<file path="config.mk">
export PLATFORM = sky130hd
export DESIGN_NAME = control_sequencer
export DESIGN_NICKNAME = d
export VERILOG_FILES = /design/src/rtl/cpu_pkg.sv /design/src/rtl/opcode_decode.sv /design/src/rtl/control_sequencer.sv
export SDC_FILE = /design/constraint.sdc
export NUM_CORES = 1
export LEC_CHECK = 0
export ABC_AREA = 1
export BUFFER_PORTS_ARGS = -buffer_cell sky130_fd_sc_hd__buf_2
export CAP_MARGIN = 20
export CORE_UTILIZATION = 41
export CTS_BUF_LIST = sky130_fd_sc_hd__clkbuf_8 sky130_fd_sc_hd__clkbuf_16
export DETAILED_ROUTE_END_ITERATION = 6
export PLACE_DENSITY_LB_ADDON = 0.25
export SETUP_SLACK_MARGIN = 0.02
export SYNTH_ARGS = -nofsm -noshare
export SYNTH_HDL_FRONTEND = slang
export SYNTH_SLANG_ARGS = --single-unit
</file>
<file path="constraint.sdc">
create_clock -name clock -period 2 [get_ports clock]
set_input_delay 0.3 -clock clock [delete_from_list [all_inputs] [get_ports clock]]
set_output_delay 0.3 -clock clock [all_outputs]
set_load 0.05 [all_outputs]
</file>
<file path="src/rtl/cpu_pkg.sv">
// Shared definitions for the control sequencer: opcodes, FSM state encoding,
// ALU operation codes and the instruction classes the decoder produces.
package cpu_pkg;

    localparam logic [4:0] OP_LD   = 5'b00000;
    localparam logic [4:0] OP_LDI  = 5'b00001;
    localparam logic [4:0] OP_ST   = 5'b00010;
    localparam logic [4:0] OP_ADD  = 5'b00011;
    localparam logic [4:0] OP_SUB  = 5'b00100;
    localparam logic [4:0] OP_AND  = 5'b00101;
    localparam logic [4:0] OP_OR   = 5'b00110;
    localparam logic [4:0] OP_ADDI = 5'b01100;
    localparam logic [4:0] OP_NOP  = 5'b11010;
    localparam logic [4:0] OP_HALT = 5'b11011;

    typedef enum logic [3:0] {
        S_RESET = 4'd0,
        S_T0    = 4'd1,
        S_T1    = 4'd2,
        S_T2    = 4'd3,
        S_T3    = 4'd4,
        S_T4    = 4'd5,
        S_T5    = 4'd6,
        S_T6    = 4'd7,
        S_T7    = 4'd8,
        S_HALT  = 4'd9
    } state_t;

    typedef enum logic [3:0] {
        ALU_ADD = 4'b0000,
        ALU_SUB = 4'b0001,
        ALU_AND = 4'b0010,
        ALU_OR  = 4'b0011
    } alu_op_t;

    typedef enum logic [2:0] {
        CLS_NOP  = 3'd0,
        CLS_LD   = 3'd1,
        CLS_LDI  = 3'd2,
        CLS_ST   = 3'd3,
        CLS_ALU  = 3'd4,
        CLS_ADDI = 3'd5,
        CLS_HALT = 3'd6
    } cls_t;

endpackage

</file>
<file path="src/rtl/opcode_decode.sv">
// Maps a 5-bit opcode to its instruction class and ALU operation.
// Unknown opcodes fall into the nop class.
module opcode_decode
    import cpu_pkg::*;
(
    input  logic [4:0] opcode,
    output cls_t       cls,
    output alu_op_t    alu
);

    always_comb begin
        cls = CLS_NOP;
        alu = ALU_ADD;
        case (opcode)
            OP_LD:   cls = CLS_LD;
            OP_LDI:  cls = CLS_LDI;
            OP_ST:   cls = CLS_ST;
            OP_ADD:  cls = CLS_ALU;
            OP_SUB:  begin cls = CLS_ALU; alu = ALU_SUB; end
            OP_AND:  begin cls = CLS_ALU; alu = ALU_AND; end
            OP_OR:   begin cls = CLS_ALU; alu = ALU_OR;  end
            OP_ADDI: cls = CLS_ADDI;
            OP_HALT: cls = CLS_HALT;
            default: cls = CLS_NOP;
        endcase
    end

endmodule

</file>
<file path="src/rtl/control_sequencer.sv">
// Moore control unit: fetch T0-T2, execute T3-T7, terminal HALT.
// Opcode is captured leaving T2; execute states decode only the captured copy.
module control_sequencer
    import cpu_pkg::*;
(
    input  logic        clock,
    input  logic        clear,
    input  logic [31:0] ir,
    input  logic        mem_ready,
    output logic        PCout,
    output logic        PCin,
    output logic        IncPC,
    output logic        MARin,
    output logic        MDRin,
    output logic        MDRout,
    output logic        MD_read,
    output logic        Read,
    output logic        Write,
    output logic        IRin,
    output logic        Yin,
    output logic        Zlowin,
    output logic        Zhighin,
    output logic        Zlowout,
    output logic        Gra,
    output logic        Grb,
    output logic        Grc,
    output logic        Rin,
    output logic        Rout,
    output logic        BAout,
    output logic        Csignout,
    output logic [3:0]  alu_op,
    output logic        run,
    output logic        halted
);

    state_t     state, state_next;
    logic [4:0] opcode_q;
    logic [4:0] dec_in;
    cls_t       cls;
    alu_op_t    dec_alu;
    logic       unused_ir;

    assign unused_ir = ^ir[26:0];

    // In T2 the route (nop/halt/execute) must come from the live IR since the
    // latch has not happened yet; everywhere else the latched opcode is used.
    assign dec_in = (state == S_T2) ? ir[31:27] : opcode_q;

    opcode_decode u_dec (
        .opcode (dec_in),
        .cls    (cls),
        .alu    (dec_alu)
    );

    always_ff @(posedge clock or posedge clear) begin
        if (clear) begin
            state    <= S_RESET;
            opcode_q <= 5'd0;
        end else begin
            state <= state_next;
            if (state == S_T2) opcode_q <= ir[31:27];
        end
    end

    always_comb begin
        state_next = state;
        case (state)
            S_RESET: state_next = S_T0;
            S_T0:    state_next = S_T1;
            S_T1:    if (mem_ready) state_next = S_T2;
            S_T2: begin
                if (cls == CLS_HALT)     state_next = S_HALT;
                else if (cls == CLS_NOP) state_next = S_T0;
                else                     state_next = S_T3;
            end
            S_T3:    state_next = S_T4;
            S_T4:    state_next = S_T5;
            S_T5:    state_next = (cls == CLS_LD || cls == CLS_ST) ? S_T6 : S_T0;
            S_T6: begin
                if (cls == CLS_ST || mem_ready) state_next = S_T7;
            end
            S_T7: begin
                if (cls == CLS_LD || mem_ready) state_next = S_T0;
            end
            S_HALT:  state_next = S_HALT;
            default: state_next = S_RESET;
        endcase
    end

    always_comb begin
        PCout = 1'b0; PCin = 1'b0; IncPC = 1'b0; MARin = 1'b0;
        MDRin = 1'b0; MDRout = 1'b0; MD_read = 1'b0; Read = 1'b0;
        Write = 1'b0; IRin = 1'b0; Yin = 1'b0; Zlowin = 1'b0;
        Zhighin = 1'b0; Zlowout = 1'b0; Gra = 1'b0; Grb = 1'b0;
        Grc = 1'b0; Rin = 1'b0; Rout = 1'b0; BAout = 1'b0;
        Csignout = 1'b0; alu_op = 4'b0000;
        run    = (state != S_RESET) && (state != S_HALT);
        halted = (state == S_HALT);
        case (state)
            S_T0: begin PCout = 1'b1; MARin = 1'b1; IncPC = 1'b1; Zlowin = 1'b1; end
            S_T1: begin Zlowout = 1'b1; PCin = 1'b1; Read = 1'b1; MD_read = 1'b1; MDRin = 1'b1; end
            S_T2: begin MDRout = 1'b1; IRin = 1'b1; end
            S_T3: begin
                Grb = 1'b1; Yin = 1'b1;
                if (cls == CLS_ALU || cls == CLS_ADDI) Rout = 1'b1;
                else                                   BAout = 1'b1;
            end
            S_T4: begin
                Zlowin = 1'b1;
                alu_op = dec_alu;
                if (cls == CLS_ALU) begin Grc = 1'b1; Rout = 1'b1; end
                else                Csignout = 1'b1;
            end
            S_T5: begin
                Zlowout = 1'b1;
                if (cls == CLS_LD || cls == CLS_ST) MARin = 1'b1;
                else begin Gra = 1'b1; Rin = 1'b1; end
            end
            S_T6: begin
                MDRin = 1'b1;
                if (cls == CLS_ST) begin Gra = 1'b1; Rout = 1'b1; end
                else begin Read = 1'b1; MD_read = 1'b1; end
            end
            S_T7: begin
                if (cls == CLS_ST) Write = 1'b1;
                else begin MDRout = 1'b1; Gra = 1'b1; Rin = 1'b1; end
            end
            default: ;
        endcase
    end

endmodule
</file>
==> impl_metrics.ini, run 1 <==
[outcome]
status = complete, but fails checks
violations = negative setup slack

[pwr]
switching_share_pct = 58.35
p_int_uw = 1756
p_per_area_mw_per_mm2 = 2194
leakagePower_uw = 0.0009927
combPwrFrac_pct = 86.8
peakVddDrop_mv = 1.737
p_seq_share_pct = 7.9
p_switching_uw = 2460
pwr-share-clk_pct = 5.4

[sta]
fin_skew_ns = 0.003306
min_period_ns = 2.448
slew_viol_final = 0
hold_viol_final = 0
setup_violations = 23
rsz0062_at_grt = yes
worst_slack_ns = -0.4484
hold_ws_ns = 0.02631
fin_crit_sh_pct = 122.4
maxSlewHeadroom_pct = 66.18
worst_pin_slew_ns = 0.5034
fmax_mhz = 408.4

[synthesis]
seq_area_frac_synth_pct = 24.90
yosys.area.top_type = dfrtp_1
syn_inst = 144
yosys.area.top_type_share_pct = 24.90
synth_area_leaders = dfrtp_1 25%, nand2_1 13%, inv_1 11%, nor2_1 6.6%, nand2_2 5.5%
netlist_area_um2 = 904.6
synth-seq-cells = 9
yosysWarnings = 0
synth.distinct_cells = 25
syn_avg_cell_area_um2 = 6.282

[global_routing]
grt-ovfl-total = 0
use_met2_pct = 65.28
grt_pass1_vias = 1335
grt_pass1_wl_um = 6154
grt_max_degree = 10
use_met1_pct = 36.71
antenna_found_initial = 0
grt_use_met3_pct = 7.165
grt_usage_pct = 34.76
grt_most_used_layer = met2

[finish]
final_common_cell = buf_4
seq_area_um2 = 226.5
nets = 258
antenna_cells = 0
drive_above_1_share_pct = 71.17
fillCellCount = 59
fin_area_mm2 = 0.001922
multi_input_comb_area_um2 = 843.3
layout_common_cells = 46 x buf_4, 22 x inv_1, 18 x nand2_2, 14 x nand2_4, 14 x buf_2
syn_to_final_growth_pct = 112.4

[detailed_routing]
drt_iter0_drc = 70
viasPerCell = 5.775
route.detailed.wl_per_inst_um = 20.44
drc = 0
routed_wl_um = 5090
num_vias = 1438
ant_nets = 0
drtPass1Iterations = 4

[place]
port_buffers = 31
place_area_mm2 = 0.001413
dp_hpwl_um = 2228
globalplace.congestion = 0.8359

[setup_path]
path_cells = nor2_4, nand2_4, buf_4, nand2_2, nand2_4, nand2_2, nor2_4, nand2_2, nand2_2, nor2_4, nand2_2, nor3_4, buf_6
cp-endpoint = BAout
timing.critical_path.buf_inv = 2
reg2reg_depth = 14
path_class = flop to output port
path_common_cell = nand2_2
critical_path.top_delay_family = simple AND/OR/NAND/NOR gates
r2r_start = state[3]
max_stage_delay_ns = 0.42
cp-startpoint = state[3]
cp-end-kind = output port
required_ns = 1.70
cp_num_cells = 13
crit_path_top_delay_cell = dfrtp_1
critPathLaunchType = flop
r2r_slack_ns = -0.24
arrival_ns = 2.15
cp_max_fo = 4
rr_endpoint = state[0]

[run]
cap_violations = 0

[floorplanning]
core_mm2 = 0.002022
die_w_um = 48.97
start_util_pct = 44.74
dieHeight_um = 48.97
die_area_mm2 = 0.002398
io_pins = 62
row_count = 16

[hold_path]
worst_hold_path_type = primary input to asynchronous set/reset pin

[cts]
hold_buffers = 0
cts_tree = built
clk_path_buf_depth = 2
cts_num_sinks = 9
clk_latency_ns = 0.25
cts_buffers = 3
htreeDepth = 1
path_clk_slew_ns = 0.05
root_buffer = clkbuf_8
## Yosys cell counts
library cell	number
nor4_1	2
o31ai_1	1
nand2_1	31
o21ai_0	5
nand3b_1	1
a21oi_1	4
conb_1	1
clkinv_2	1
buf_4	6
nand3_1	9
nand2_4	3
nand2_2	8
inv_1	26
inv_2	2
o21ai_1	2
nor3_1	3
dfrtp_1	9
inv_4	1
nor2_4	4
nor3_2	1
nand3_2	1
o21ai_2	1
nor2_1	16
nor2_2	4
nand4_1	2
## layout make-up
cell class	instances	area share [%]
clock buffer	3	2.148
clock inverter	1	0.1953
inverter	30	7.031
multi-input combinational	101	43.88
sequential	9	11.78
tap	27	1.758
timing repair buffer	78	33.20
## power by group through the flow
stage               logic (uW)  clock network [uW]  registers [uW]
floorplan                 1730                   0             318
global placement          2460                   0             303
detailed placement        2520                   0             310
CTS                       3080                 209             315
global route              3780                 229             333
finish                    3660                 226             332
## timing repair
| action | CTS | global route |
|---|---|---|
| cloned | 0 | 0 |
| gates resized for setup | 64 | 33 |
| pin swaps | 19 | 11 |
| setup endpoints to repair | 14 | 20 |
| buffers inserted | 11 | 6 |
## worst min path at each step
stage | startpoint | end | slack [ns] | cells after the start
after floorplan | clear | opcode_q[0] | 0.13 | 1
after CTS | clear | opcode_q[4] | 0.04 | 2
after global placement | clear | state[1] | 0.27 | 2
after detailed placement | clear | state[0] | 0.28 | 2
final | clear | opcode_q[1] | 0.03 | 2
after global routing | clear | opcode_q[2] | 0.06 | 2
## sequential cells by signal, indices dropped and copies added (netlist names)
name,flops
opcode_q,5
state,4
## stage by stage
stage	instances	util, %	power [uW]	TNS [ns]	setup WS, ns
CTS	243	88.06	3605	-3.011	-0.2968
detailed placement	228	69.86	2829	-1.157	-0.1741
global placement	228	69.86	2763	-0.7807	-0.1271
floorplan	146	-	2047	-0.8352	-0.2159
global route	249	95.05	4341	-6.872	-0.5016
finish	249	95.05	4216	-5.998	-0.4484
## logic make-up after synthesis
group | Yosys count | share of synthesized area [%]
compound gates | 13 | 7.884
buf+inv | 36 | 17.84
flops | 9 | 24.90
other cells | 1 | 0.4145
simple gates | 85 | 48.96
## metal layers
metal  up-vias  routed length (um)
met1       655                1607
met2       124                2559
li1        597                   -
met3        62                 422
met5         -                   0
met4         0                 500
No activity file was read; power rests on OpenSTA's default activity.
==> run 2, diff against run 1 <==
REMOVE_ABC_BUFFERS = 1   (was unset)
==> impl_metrics.ini, run 2 (synthesis gave the netlist of run 1 again) <==
[outcome]
status = complete, but fails checks
violations = negative setup slack

[setup_path]
r2r_slack_ns = -0.17
required_ns = 1.70
cp-end-kind = output port
r2r_start = state[0]
reg2reg_depth = 16
cp_max_fo = 5
rr_endpoint = state[0]
arrival_ns = 2.21
critPathLaunchType = flop
path_class = flop to output port

[global_routing]
use_met1_pct = 30.15
grt-ovfl-total = 0
grt_pass1_vias = 1214
grt_pass1_wl_um = 5244
grt_most_used_layer = met2
grt_max_degree = 10
antenna_found_initial = 0
use_met2_pct = 55.56
grt_usage_pct = 28.89
grt_use_met3_pct = 6.854

[run]
cap_violations = 0

[finish]
largest_register = opcode_q
top_regs = opcode_q: 5 flops, state: 4 flops
final_cell_count_no_fill = 249
largest_reg_flops = 5
syn_to_final_growth_pct = 107.3
layout_common_cells = 42 x buf_4, 20 x inv_1, 17 x buf_2, 16 x nand2_2
nets = 258
fin_area_mm2 = 0.001876
antenna_cells = 0
fillCellCount = 74
final_common_cell = buf_4
drive_above_1_share_pct = 68.92

[pwr]
leakagePower_uw = 0.0009966
power_uw = 4221
p_per_area_mw_per_mm2 = 2250
peakVddDrop_mv = 1.949

[place]
dp_hpwl_um = 1961
globalplace.congestion = 0.8752
place_area_mm2 = 0.001221
placed_cells = 220
port_buffers = 31

[detailed_routing]
route.detailed.wl_per_inst_um = 20.90
drtPass1Iterations = 4
viasPerCell = 5.827
drc = 0
ant_nets = 0
num_vias = 1451
drt_iter0_drc = 50
routed_wl_um = 5203

[floorplanning]
dieHeight_um = 48.97
io_pins = 62
die_area_mm2 = 0.002398
die_w_um = 48.97
core_mm2 = 0.002022
row_count = 16
start_util_pct = 44.74

[hold_path]
worst_hold_path_type = primary input to asynchronous set/reset pin

[cts]
htreeDepth = 1
clk_path_buf_depth = 2
hold_buffers = 0
cts_tree = built
root_buffer = clkbuf_8
clk_latency_ns = 0.25
cts_buffers = 3
cts_num_sinks = 9
path_clk_slew_ns = 0.05

[sta]
slew_viol_final = 0
tns_ns = -5.599
fmax_mhz = 397.7
setup_violations = 21
fin_crit_sh_pct = 125.7
hold_viol_final = 0
hold_ws_ns = 0.01330
min_period_ns = 2.514
worst_slack_ns = -0.5144
rsz0062_at_grt = yes
fin_skew_ns = 0.01215
run 2: layout make-up:
type	count	area, um^2	share of cell area (%)
Clock buffer	3	41.29	2.201
Clock inverter	1	3.754	0.2001
Timing Repair Buffer	77	614.3	32.76
Sequential cell	9	225.2	12.01
Multi-Input combinational cell	102	829.5	44.23
Tap cell	27	33.78	1.801
Inverter	30	127.6	6.805
run 2: metrics by stage:
stage	setup slack (ns)	util [%]
global route	-0.5464	92.76
finish	-0.5144	92.76
floorplan	-0.9795	-
CTS	-0.2172	77.78
detailed placement	-0.1332	60.40
global placement	-0.07961	60.40
run 2: power breakdown:
part / leakage [uW] / internal [uW] / switching [uW]
logic: 0.000861 / 1340 / 2330
clock network: 0.0000269 / 135 / 82.6
registers: 0.000109 / 267 / 62.4
run 2: worst max-delay path by stage:
| stage | startpoint | to | cells past startpoint |
|---|---|---|---|
| after floorplan | state[2] | MD_read | 7 |
| after global placement | state[0] | Rout | 14 |
| after detailed placement | state[0] | Rout | 14 |
| after CTS | state[2] | BAout | 13 |
| after global routing | state[0] | Rout | 14 |
| final | state[0] | Rout | 14 |
run 2: critical path, cell delays in order (launching register included):
cell and delay [ns]:
dfrtp_1 0.39, nand2_2 0.14, clkinv_4 0.11, buf_4 0.16, nand2_4 0.10, nand2_2 0.09, o21ai_4 0.10, nand2_1 0.12
nand2_2 0.12, nor2_4 0.04, nor2_4 0.13, nand2_2 0.10, nand2_1 0.09, nand3_1 0.12, buf_6 0.18
run 2: timing repair:
item | CTS | global route
setup buffers | 13 | 11
hold endpoints to repair | 0 | 0
resized for setup | 55 | 61
gates cloned | 1 | 0
setup endpoints to repair | 13 | 18
pin swaps | 9 | 22
run 2: metal layers:
metal  up-vias  routed length (um)
met5         -                   0
met4         0                 512
met3        56                 432
met2       122                2547
met1       681                1710
li1        592                   -
==> run 3, diff against run 2 <==
BUFFER_PORTS_ARGS = -buffer_cell sky130_fd_sc_hd__buf_4   (was -buffer_cell sky130_fd_sc_hd__buf_2)
==> impl_metrics.ini, run 3 (synthesis gave the netlist of run 1 again) <==
[finish]
antenna_cells = 0
largest_reg_flops = 5
largest_register = opcode_q
syn_to_final_growth_pct = 106.4
layout_common_cells = 55 x buf_4, 22 x inv_1, 17 x nand2_4, 15 x buf_6, 14 x nand2_2
drive_above_1_share_pct = 67.74
top_regs = opcode_q: 5 flops, state: 4 flops
utilization_pct = 92.33
final_common_cell = buf_4
nets = 253

[sta]
rsz0062_at_grt = yes
setup_violations = 18
min_period_ns = 2.391
hold_viol_final = 0
slew_viol_final = 0
tns_ns = -3.867
fmax_mhz = 418.2
worst_slack_ns = -0.3909
fin_crit_sh_pct = 119.5
fin_skew_ns = 0.001020

[setup_path]
cp_max_fo = 6
required_ns = 1.70
crit_path_top_delay_cell = dfrtp_1
timing.critical_path.buf_inv = 4
path_cells = nor2_4, buf_12, nand2_8, nand2_4, nand2_4, buf_4, nand2_1, nand2_2, nor2_2, nor2_4, inv_1, nand2_1, nand3_1, buf_6
critical_path.top_delay_family = simple AND/OR/NAND/NOR gates
path_class = flop to output port
max_stage_delay_ns = 0.40
critPathLaunchType = flop
arrival_ns = 2.09
cp-end-kind = output port

[outcome]
violations = negative setup slack
status = complete, but fails checks

[place]
port_buffers = 31
globalplace.congestion = 0.8817
dp_hpwl_um = 2011

[pwr]
p_per_area_mw_per_mm2 = 2140
leakagePower_uw = 0.0009856
peakVddDrop_mv = 1.925

[global_routing]
grt_max_degree = 10
antenna_found_initial = 0
grt_pass1_vias = 1187
grt_pass1_wl_um = 5409
grt_usage_pct = 29.59
grt-ovfl-total = 0

[floorplanning]
io_pins = 62
row_count = 16
die_area_mm2 = 0.002398
dieHeight_um = 48.97
core_mm2 = 0.002022
die_w_um = 48.97
start_util_pct = 44.74

[cts]
clk_latency_ns = 0.23
root_buffer = clkbuf_8
cts_num_sinks = 9
htreeDepth = 1
cts_buffers = 3
cts_tree = built
path_clk_slew_ns = 0.05
clk_path_buf_depth = 2

[run]
cap_violations = 0

[detailed_routing]
num_vias = 1321
drt_iter0_drc = 55
drc = 0
viasPerCell = 5.414
ant_nets = 0
drtPass1Iterations = 4
route.detailed.wl_per_inst_um = 17.79
routed_wl_um = 4341

[hold_path]
worst_hold_path_type = primary input to asynchronous set/reset pin
[run 3: cell types whose count changed in the layout (fill, tap and decap cells not counted), moves of 3 or more]
cell    change
buf_4      +13
buf_2      -17
nor2_4      -3
nor2_2      +3
[run 3: final cells by class]
type / count / area, um^2
Tap cell: 27 / 33.78
Sequential cell: 9 / 225.2
Clock inverter: 1 / 3.754
Multi-Input combinational cell: 102 / 820.8
Inverter: 30 / 125.1
Clock buffer: 3 / 41.29
Timing Repair Buffer: 72 / 616.8
Fill cell: 77 / 155.1
[run 3: what timing repair did]
action / in CTS / in global routing
buffers inserted: 10 / 14
endpoints found under the setup margin: 13 / 18
pin swaps: 7 / 21
gates cloned: 1 / 0
resized for setup: 42 / 52
hold buffers: 0 / 0
[run 3: worst paths after layout]
check,from,to,slack [ns],cells after the start
hold / removal,clear,state[1],0.04,2
max in group asynchronous,clear,opcode_q[3],1.70,2
setup / recovery,state[3],Rout,-0.39,14
hold reg to reg,opcode_q[1],opcode_q[1],0.61,2
min in group clock,ir[28],opcode_q[1],0.38,3
setup reg to reg,state[3],state[3],-0.09,15
[run 3: power breakdown]
part,switching (uW),total [uW],internal (uW)
registers,62.0,329,267
clock network,75.2,209,134
logic,2140,3460,1320
total,2280,4000,1720
[run 3: stage by stage]
stage	area [um^2]	total power, uW	std cells	hold slack (ns)	setup WS, ns
floorplan	867.1	1791	140	0.1279	-0.9795
global placement	1261	2469	215	0.2735	-0.01955
detailed placement	1261	2511	215	0.3024	-0.03908
CTS	1570	3223	230	0.05313	-0.2257
global route	1867	4141	244	0.06503	-0.4950
finish	1867	3996	244	0.03655	-0.3909
[run 3: per-layer routing]
| layer | global-route usage (%) | wire length [um] | vias to the layer above |
|---|---|---|---|
| met5 | 0 | 0 | - |
| met4 | 6.373 | 255 | 0 |
| met3 | 6.854 | 224 | 26 |
| met2 | 56.48 | 2174 | 86 |
| met1 | 32.76 | 1687 | 625 |
| li1 | - | - | 584 |
